## src/rtl/gbus_rr_controller_pkg.sv

```systemverilog
// Shared definitions for the global-bus controller: default field widths,
// packet layout, arbiter states and the IDLE packet pattern.
package gbus_pkg;

  localparam int unsigned GBUS_DATA_W      = 32;
  localparam int unsigned GBUS_CMEM_ADDR_W = 13;
  localparam int unsigned GBUS_CORE_ADDR_W = 4;
  localparam int unsigned GBUS_HEAD_BIAS_W = 2;
  localparam int unsigned GBUS_PKT_W       = GBUS_DATA_W + GBUS_HEAD_BIAS_W
                                           + GBUS_CORE_ADDR_W + GBUS_CMEM_ADDR_W;

  // Field offsets for the default layout (MSB->LSB: data, bias, core, cmem)
  localparam int unsigned GBUS_CMEM_LSB = 0;
  localparam int unsigned GBUS_CORE_LSB = GBUS_CMEM_LSB + GBUS_CMEM_ADDR_W;
  localparam int unsigned GBUS_BIAS_LSB = GBUS_CORE_LSB + GBUS_CORE_ADDR_W;
  localparam int unsigned GBUS_DATA_LSB = GBUS_BIAS_LSB + GBUS_HEAD_BIAS_W;

  // Upper bound on packet width handled by idle_packet(); callers truncate.
  localparam int unsigned GBUS_MAX_PKT_W = 512;

  typedef enum logic {
    ARB_IDLE,
    ARB_LOCKED
  } arb_state_e;

  // IDLE packet: core field all ones, every other field zero.
  function automatic logic [GBUS_MAX_PKT_W-1:0] idle_packet(input int unsigned core_lsb,
                                                            input int unsigned core_w);
    logic [GBUS_MAX_PKT_W-1:0] p;
    p = '0;
    for (int unsigned i = 0; i < core_w; i++) begin
      p[core_lsb + i] = 1'b1;
    end
    return p;
  endfunction

endpackage

```

## src/rtl/gbus_rr_controller_if.sv

```systemverilog
// Request/grant and bus-packet signals between the core ports, the
// controller and the global-bus fabric.
interface gbus_rr_controller_if #(
  parameter int unsigned NUM_PORTS = 16,
  parameter int unsigned PKT_W     = gbus_pkg::GBUS_PKT_W,
  parameter int unsigned ID_W      = $clog2(NUM_PORTS)
);
  logic [NUM_PORTS*PKT_W-1:0] in_packet_array;
  logic [NUM_PORTS-1:0]       req_array;
  logic [NUM_PORTS-1:0]       last_array;
  logic [NUM_PORTS-1:0]       grant_array;
  logic [ID_W-1:0]            owner_id;
  logic [PKT_W-1:0]           bus_packet;
  logic                       bus_packet_vld;
  logic                       bus_ready;

  // Controller side
  modport master (
    input  in_packet_array, req_array, last_array, bus_ready,
    output grant_array, owner_id, bus_packet, bus_packet_vld
  );

  // Requesters and fabric side
  modport slave (
    output in_packet_array, req_array, last_array, bus_ready,
    input  grant_array, owner_id, bus_packet, bus_packet_vld
  );
endinterface

```

## src/rtl/gbus_rr_controller_rr_arbiter.sv

```systemverilog
// Combinational round-robin arbiter: lowest requesting index at or above ptr
// wins, wrapping around, via a double-width masked priority search.
module rr_arbiter #(
  parameter  int unsigned NUM_PORTS = 16,
  localparam int unsigned ID_W      = $clog2(NUM_PORTS)
) (
  input  logic [NUM_PORTS-1:0] req,
  input  logic [ID_W-1:0]      ptr,
  output logic [NUM_PORTS-1:0] gnt,
  output logic [ID_W-1:0]      gnt_id
);

  logic [NUM_PORTS-1:0]   masked;
  logic [2*NUM_PORTS-1:0] dbl;
  logic                   found;

  // Lower half holds requests at or above ptr; upper half is the wrapped copy.
  always_comb begin
    masked = req & ({NUM_PORTS{1'b1}} << ptr);
    dbl    = {req, masked};
    gnt    = '0;
    gnt_id = '0;
    found  = 1'b0;
    for (int unsigned k = 0; k < 2*NUM_PORTS; k++) begin
      if (!found && dbl[k]) begin
        found                 = 1'b1;
        gnt_id                = ID_W'(k % NUM_PORTS);
        gnt[k % NUM_PORTS]    = 1'b1;
      end
    end
  end

endmodule

```

## src/rtl/gbus_rr_controller.sv

```systemverilog
// Global-bus controller: round-robin arbitration with burst locking onto a
// registered, backpressured packet stream.
module gbus_rr_controller
  import gbus_pkg::*;
#(
  parameter  int unsigned NUM_PORTS   = 16,
  parameter  int unsigned DATA_W      = GBUS_DATA_W,
  parameter  int unsigned CMEM_ADDR_W = GBUS_CMEM_ADDR_W,
  parameter  int unsigned CORE_ADDR_W = GBUS_CORE_ADDR_W,
  parameter  int unsigned HEAD_BIAS_W = GBUS_HEAD_BIAS_W,
  parameter  int unsigned MAX_BURST   = 8,
  localparam int unsigned PKT_W       = DATA_W + HEAD_BIAS_W + CORE_ADDR_W + CMEM_ADDR_W,
  localparam int unsigned ID_W        = $clog2(NUM_PORTS),
  localparam int unsigned BEAT_W      = (MAX_BURST > 1) ? $clog2(MAX_BURST) : 1
) (
  input logic             clk,
  input logic             rst_n,
  gbus_rr_controller_if.master bus
);

  localparam logic [GBUS_MAX_PKT_W-1:0] IDLE_WIDE = idle_packet(CMEM_ADDR_W, CORE_ADDR_W);
  localparam logic [PKT_W-1:0]          IDLE_PKT  = IDLE_WIDE[PKT_W-1:0];

  arb_state_e           state_q, state_d;
  logic [NUM_PORTS-1:0] grant_q, grant_d;
  logic [ID_W-1:0]      owner_q, owner_d;
  logic [ID_W-1:0]      ptr_q, ptr_d;
  logic [BEAT_W-1:0]    beat_cnt, beat_cnt_d;
  logic [PKT_W-1:0]     pkt_q, pkt_d;
  logic                 vld_q, vld_d;

  logic                 accept, locked, hold_req, hold_last, xfer, burst_end, release_h;
  logic [ID_W-1:0]      next_ptr, arb_ptr, arb_id;
  logic [NUM_PORTS-1:0] arb_gnt;
  logic [PKT_W-1:0]     hold_pkt;

  assign accept    = bus.bus_ready | ~vld_q;
  assign locked    = (state_q == ARB_LOCKED);
  assign hold_req  = bus.req_array[owner_q];
  assign hold_last = bus.last_array[owner_q];
  assign hold_pkt  = bus.in_packet_array[owner_q*PKT_W +: PKT_W];
  assign xfer      = locked & hold_req & accept;
  assign burst_end = (beat_cnt == BEAT_W'(MAX_BURST - 1));
  assign release_h = locked & (~hold_req | (xfer & (hold_last | burst_end)));
  assign next_ptr  = (owner_q == ID_W'(NUM_PORTS - 1)) ? '0 : owner_q + ID_W'(1);
  // Re-arbitrate with the post-release pointer in the release cycle: no bubble.
  assign arb_ptr   = release_h ? next_ptr : ptr_q;

  rr_arbiter #(.NUM_PORTS(NUM_PORTS)) u_arb (
    .req    (bus.req_array),
    .ptr    (arb_ptr),
    .gnt    (arb_gnt),
    .gnt_id (arb_id)
  );

  always_comb begin
    state_d    = state_q;
    grant_d    = grant_q;
    owner_d    = owner_q;
    ptr_d      = ptr_q;
    beat_cnt_d = beat_cnt;
    pkt_d      = pkt_q;
    vld_d      = vld_q;

    if (xfer) begin
      pkt_d      = hold_pkt;
      vld_d      = 1'b1;
      beat_cnt_d = beat_cnt + BEAT_W'(1);
    end else if (accept) begin
      pkt_d = IDLE_PKT;
      vld_d = 1'b0;
    end

    unique case (state_q)
      ARB_IDLE: begin
        if (|bus.req_array) begin
          state_d    = ARB_LOCKED;
          grant_d    = arb_gnt;
          owner_d    = arb_id;
          beat_cnt_d = '0;
        end
      end
      ARB_LOCKED: begin
        if (release_h) begin
          ptr_d      = next_ptr;
          beat_cnt_d = '0;
          if (|bus.req_array) begin
            grant_d = arb_gnt;
            owner_d = arb_id;
          end else begin
            state_d = ARB_IDLE;
            grant_d = '0;
            owner_d = '0;
          end
        end
      end
      default: state_d = ARB_IDLE;
    endcase
  end

  always_ff @(posedge clk or negedge rst_n) begin
    if (!rst_n) begin
      state_q  <= ARB_IDLE;
      grant_q  <= '0;
      owner_q  <= '0;
      ptr_q    <= '0;
      beat_cnt <= '0;
      pkt_q    <= '0;
      vld_q    <= 1'b0;
    end else begin
      state_q  <= state_d;
      grant_q  <= grant_d;
      owner_q  <= owner_d;
      ptr_q    <= ptr_d;
      beat_cnt <= beat_cnt_d;
      pkt_q    <= pkt_d;
      vld_q    <= vld_d;
    end
  end

  assign bus.grant_array    = grant_q;
  assign bus.owner_id       = owner_q;
  assign bus.bus_packet     = pkt_q;
  assign bus.bus_packet_vld = vld_q;

endmodule

```

## src/flat_wrapper.sv

```systemverilog
// flat-port wrapper written by rule: the top's interface ports become plain ports
module gbus_rr_controller_flat import gbus_pkg::*;
#(
  parameter  int unsigned NUM_PORTS   = 16,
  parameter  int unsigned DATA_W      = GBUS_DATA_W,
  parameter  int unsigned CMEM_ADDR_W = GBUS_CMEM_ADDR_W,
  parameter  int unsigned CORE_ADDR_W = GBUS_CORE_ADDR_W,
  parameter  int unsigned HEAD_BIAS_W = GBUS_HEAD_BIAS_W,
  parameter  int unsigned MAX_BURST   = 8,
  localparam int unsigned PKT_W       = DATA_W + HEAD_BIAS_W + CORE_ADDR_W + CMEM_ADDR_W,
  localparam int unsigned ID_W        = $clog2(NUM_PORTS),
  localparam int unsigned BEAT_W      = (MAX_BURST > 1) ? $clog2(MAX_BURST) : 1
)
  (clk, rst_n, bus_in_packet_array, bus_req_array, bus_last_array, bus_bus_ready, bus_grant_array, bus_owner_id, bus_bus_packet, bus_bus_packet_vld);
  gbus_rr_controller_if #(.NUM_PORTS(NUM_PORTS), .PKT_W((51)), .ID_W((4))) bus_i ();
  input logic clk;
  input logic rst_n;
  input wire logic [$bits(bus_i.in_packet_array)-1:0] bus_in_packet_array;
  input wire logic [$bits(bus_i.req_array)-1:0] bus_req_array;
  input wire logic [$bits(bus_i.last_array)-1:0] bus_last_array;
  input wire logic [$bits(bus_i.bus_ready)-1:0] bus_bus_ready;
  output wire logic [$bits(bus_i.grant_array)-1:0] bus_grant_array;
  output wire logic [$bits(bus_i.owner_id)-1:0] bus_owner_id;
  output wire logic [$bits(bus_i.bus_packet)-1:0] bus_bus_packet;
  output wire logic [$bits(bus_i.bus_packet_vld)-1:0] bus_bus_packet_vld;
  assign bus_i.in_packet_array = bus_in_packet_array;
  assign bus_i.req_array = bus_req_array;
  assign bus_i.last_array = bus_last_array;
  assign bus_i.bus_ready = bus_bus_ready;
  assign bus_grant_array = bus_i.grant_array;
  assign bus_owner_id = bus_i.owner_id;
  assign bus_bus_packet = bus_i.bus_packet;
  assign bus_bus_packet_vld = bus_i.bus_packet_vld;
  gbus_rr_controller #(.NUM_PORTS(NUM_PORTS), .DATA_W(DATA_W), .CMEM_ADDR_W(CMEM_ADDR_W), .CORE_ADDR_W(CORE_ADDR_W), .HEAD_BIAS_W(HEAD_BIAS_W), .MAX_BURST(MAX_BURST)) u_core (.clk(clk), .rst_n(rst_n), .bus(bus_i));
endmodule
```

## config.mk

```make
export PLATFORM = sky130hd
export DESIGN_NAME = gbus_rr_controller_flat
export DESIGN_NICKNAME = d
export VERILOG_FILES = /design/src/rtl/gbus_rr_controller_pkg.sv /design/src/rtl/gbus_rr_controller_if.sv /design/src/rtl/gbus_rr_controller_rr_arbiter.sv /design/src/rtl/gbus_rr_controller.sv /design/src/flat_wrapper.sv
export SDC_FILE = /design/constraint.sdc
export NUM_CORES = 1
export LEC_CHECK = 0
export CORE_AREA = 2 2 364 366
export DETAILED_ROUTE_END_ITERATION = 6
export DIE_AREA = 0 0 366 368
export SLEW_MARGIN = 10
export SYNTH_ARGS = -nofsm -noshare
export SYNTH_HDL_FRONTEND = slang
export SYNTH_SLANG_ARGS = --single-unit
```

## constraint.sdc

```tcl
create_clock -name clk -period 9.9 [get_ports clk]
set_clock_uncertainty 0.1 [all_clocks]
set_input_delay 0.99 -clock clk [delete_from_list [all_inputs] [get_ports clk]]
set_output_delay 0.99 -clock clk [all_outputs]
set_load 0.01 [all_outputs]
```

==> results.toml <==
[outcome]
status = "complete, no violations"

[global_routing]
overflow = 0
grt_max_degree = 67
grtUsageTotal_pct = 14.7
antenna_found_initial = 84
grt_pass1_vias = 13621
grt_pass1_wl_um = 132000

[critical_path]
critPathMaxFanout = 28
arrival_ps = 5890
crit_type = "in -> reg"
reg2regPathDepth = 11
r2r_slack_ps = 4600
r2r_end = "u_core.bus.owner_id[0]$_DFFE_PN0P_"
startpoint_type = "input port"
cp.required_ps = 10120
reg2reg_from = "u_core.bus.owner_id[0]$_DFFE_PN0P_"
endpoint_kind = "register"

[cts]
tritoncts = "yes"
clock_sinks = 80
htreeDepth = 3
postCtsSetupBuffers = 0
cts_hold_buffers = 0
root_buffer = "clkbuf_16"
clockBufferDepth = 2
insertion_delay_ps = 430
postCtsResizedCells = 0
clk_pin_slew_ps = 100
numCtsBuffers = 9

[routing]
drt_wl_total_um = 103000
firstDrtPassIters = 5
wl_met3_um = 10100
vias = 13076
ant_nets = 0
wl_met2_um = 51800
drt_iter0_markers = 971
wl_per_cell_um = 29.5
top_layer = "met5"
via_per_inst = 3.75
met1Wirelength_um = 38100
drcViolationCount = 0

[cells_and_area]
drive_gt1_share_pct = 18.4
layout.area.seq_mm2 = 0.00202
fillCellCount = 14574
nNetsFinal = 2568
multi_input_area_mm2 = 0.00825
layout.cells.non_filler = 3490
area_growth_pct = 108

[timing]
layout_min_cycle_time_ps = 5660
hold_viol = 0
fin_crit_sh_pct = 57.2
tightestPinTransition_ps = 1040
fin_setup_tns_ps = 0
rsz0062_at_grt = "false"
postLayoutSetupSlackWorst_ps = 4240
fmax_mhz = 177
setup_viol = 0
slew_headroom_pct = 31.0
slew_viol_final = 0

[yosys]
synth_top_cell_area_share_pct = 55.3
ys_ff_latch = 80
syn_area_mm2 = 0.0107
synth_edf_count = 0
syn_nets = 1720
yosysWarnings = 0
synthCells = 866
async_reset_ff_share_pct = 100
synth_top_area_cell = "mux4_2"
ys.flop_type = "dfrtp_1"
ys_types = 67
yosysSeqAreaShare_pct = 18.8
synth_area_leaders = "mux4_2, dfrtp_1, nand3_1"
synth_area_per_cell_um2 = 12.3

[job]
max_cap_viol_count = 0

[die]
die_area_mm2 = 0.135
rows = 133
die_x_um = 366
io_pins = 923
core_area_mm2 = 0.131
die_h_um = 368
initial_core_util_pct = 8.15

[place]
io_buffers = 922
placed_cells = 3458
hpwlAfterDp_um = 88700
place_ws_ps = 3870
gp_congestion = 0.915

[power_and_ir_drop]
ir_drop_mv = 0.150
p_leak_nw = 7.27
p_per_area_mw_per_mm2 = 221

[min_path]
worstHoldPathType = "in -> async"
layer usage:
layer | GRT usage (%) | vias to the layer above
met4 | 3.93 | 50
met1 | 16.6 | 6664
met2 | 26.0 | 842
met5 | 0 | -
li1 | - | 5371
met3 | 5.53 | 149
cell type report:
cell class / instances / share of cell area (%)
Antenna cell: 16 / 0.180
Clock buffer: 10 / 1.03
Clock inverter: 6 / 0.518
Inverter: 11 / 0.197
Multi-Input combinational cell: 675 / 37.1
Sequential cell: 80 / 9.07
Tap cell: 1755 / 9.88
Timing Repair Buffer: 937 / 42.0
metrics by stage:
step | utilization (%) | hold WS [ps] | power (W) | instance area, um2
2_1_floorplan | - | 393 | 0.00286 | 10700
3_3_place_gp | 16.7 | 365 | 0.00451 | 21900
3_5_place_dp | 16.7 | 370 | 0.00451 | 21900
4_1_cts | 17.0 | 349 | 0.00504 | 22200
5_1_grt | 17.0 | 379 | 0.00523 | 22200
6_report | 17.0 | 363 | 0.00492 | 22200
cells by family after synthesis:
logic type                 after synthesis  share of synthesized area, %
buffers and inverters                  111                          4.00
and+or+nand+nor                        242                          11.2
xor gates and xnor gates                 3                         0.246
adders and majority gates                3                         0.352
muxes                                  273                          56.4
DFF                                     80                          18.8
AOI/OAI and AO/OA                      154                          9.07
worst max-delay path by stage:
stage | start | end | depth (start not counted) | slack, ps
finish | bus_req_array[15] | u_core.bus.grant_array[3]$_DFFE_PN0P_ | 11 | 4240
global route | bus_req_array[15] | u_core.bus.grant_array[3]$_DFFE_PN0P_ | 11 | 3900
CTS | bus_req_array[15] | u_core.bus.owner_id[0]$_DFFE_PN0P_ | 12 | 4300
detailed placement | bus_req_array[15] | u_core.bus.owner_id[0]$_DFFE_PN0P_ | 12 | 3870
global placement | bus_req_array[15] | u_core.bus.grant_array[3]$_DFFE_PN0P_ | 11 | 3850
floorplan | bus_req_array[3] | u_core.bus.owner_id[2]$_DFFE_PN0P_ | 12 | 5950
cells in the mapped netlist (all sizes together) (3+ instances only):
| library cell | number |
|---|---|
| a21boi | 4 |
| a21oi | 21 |
| a22oi | 3 |
| a31oi | 5 |
| a41oi | 5 |
| and2 | 6 |
| and3 | 4 |
| buf | 25 |
| clkbuf | 75 |
| dfrtp | 80 |
| ha | 3 |
| inv | 11 |
| mux2i | 10 |
| mux4 | 262 |
| nand2 | 82 |
| nand2b | 3 |
| nand3 | 77 |
| nand3b | 3 |
| nor2 | 30 |
| nor2b | 7 |
| nor3 | 8 |
| nor3b | 5 |
| o211ai | 8 |
| o21a | 3 |
| o21ai | 77 |
| o22ai | 4 |
| o31ai | 3 |
| or2 | 3 |
| or3 | 3 |
| or4 | 3 |
worst max-delay path, stage by stage:
cell and delay (ps):
clkdlybuf4s50_1 710, or4_4 700, nor4b_4 360, nor4b_1 810, nor3b_1 540, nand2_1 140
o22ai_2 840, inv_1 340, nor2_1 270, nand2_1 80, o21ai_0 80
cells in the final DEF, fill, tap and decap left out, types with 10 or more instances in the layout:
cell | Yosys | routed
o21ai_0 | 72 | 72
nor2_1 | 30 | 30
inv_1 | 10 | 10
a21oi_1 | 21 | 21
buf_4 | 0 | 15
nand2_1 | 82 | 82
nand3_1 | 76 | 76
clkdlybuf4s50_1 | 0 | 921
mux4_2 | 262 | 261
diode_2 | 0 | 16
dfrtp_1 | 80 | 76
mux2i_1 | 10 | 10
registers in the layout (all words and copies together) (netlist names):
register	flops
u_core.bus.bus_packet	51
u_core.bus.grant_array	16
u_core.bus.owner_id	4
u_core.ptr_q	4
u_core.beat_cnt	3
u_core.bus.bus_packet_vld	1
u_core.locked	1
report_power, final:
group	switching, W	internal [W]
registers	0.000246	0.000454
clock network	0.000236	0.000251
logic	0.00188	0.00185
total	0.00236	0.00256
Power figures use the tool's default switching activity.
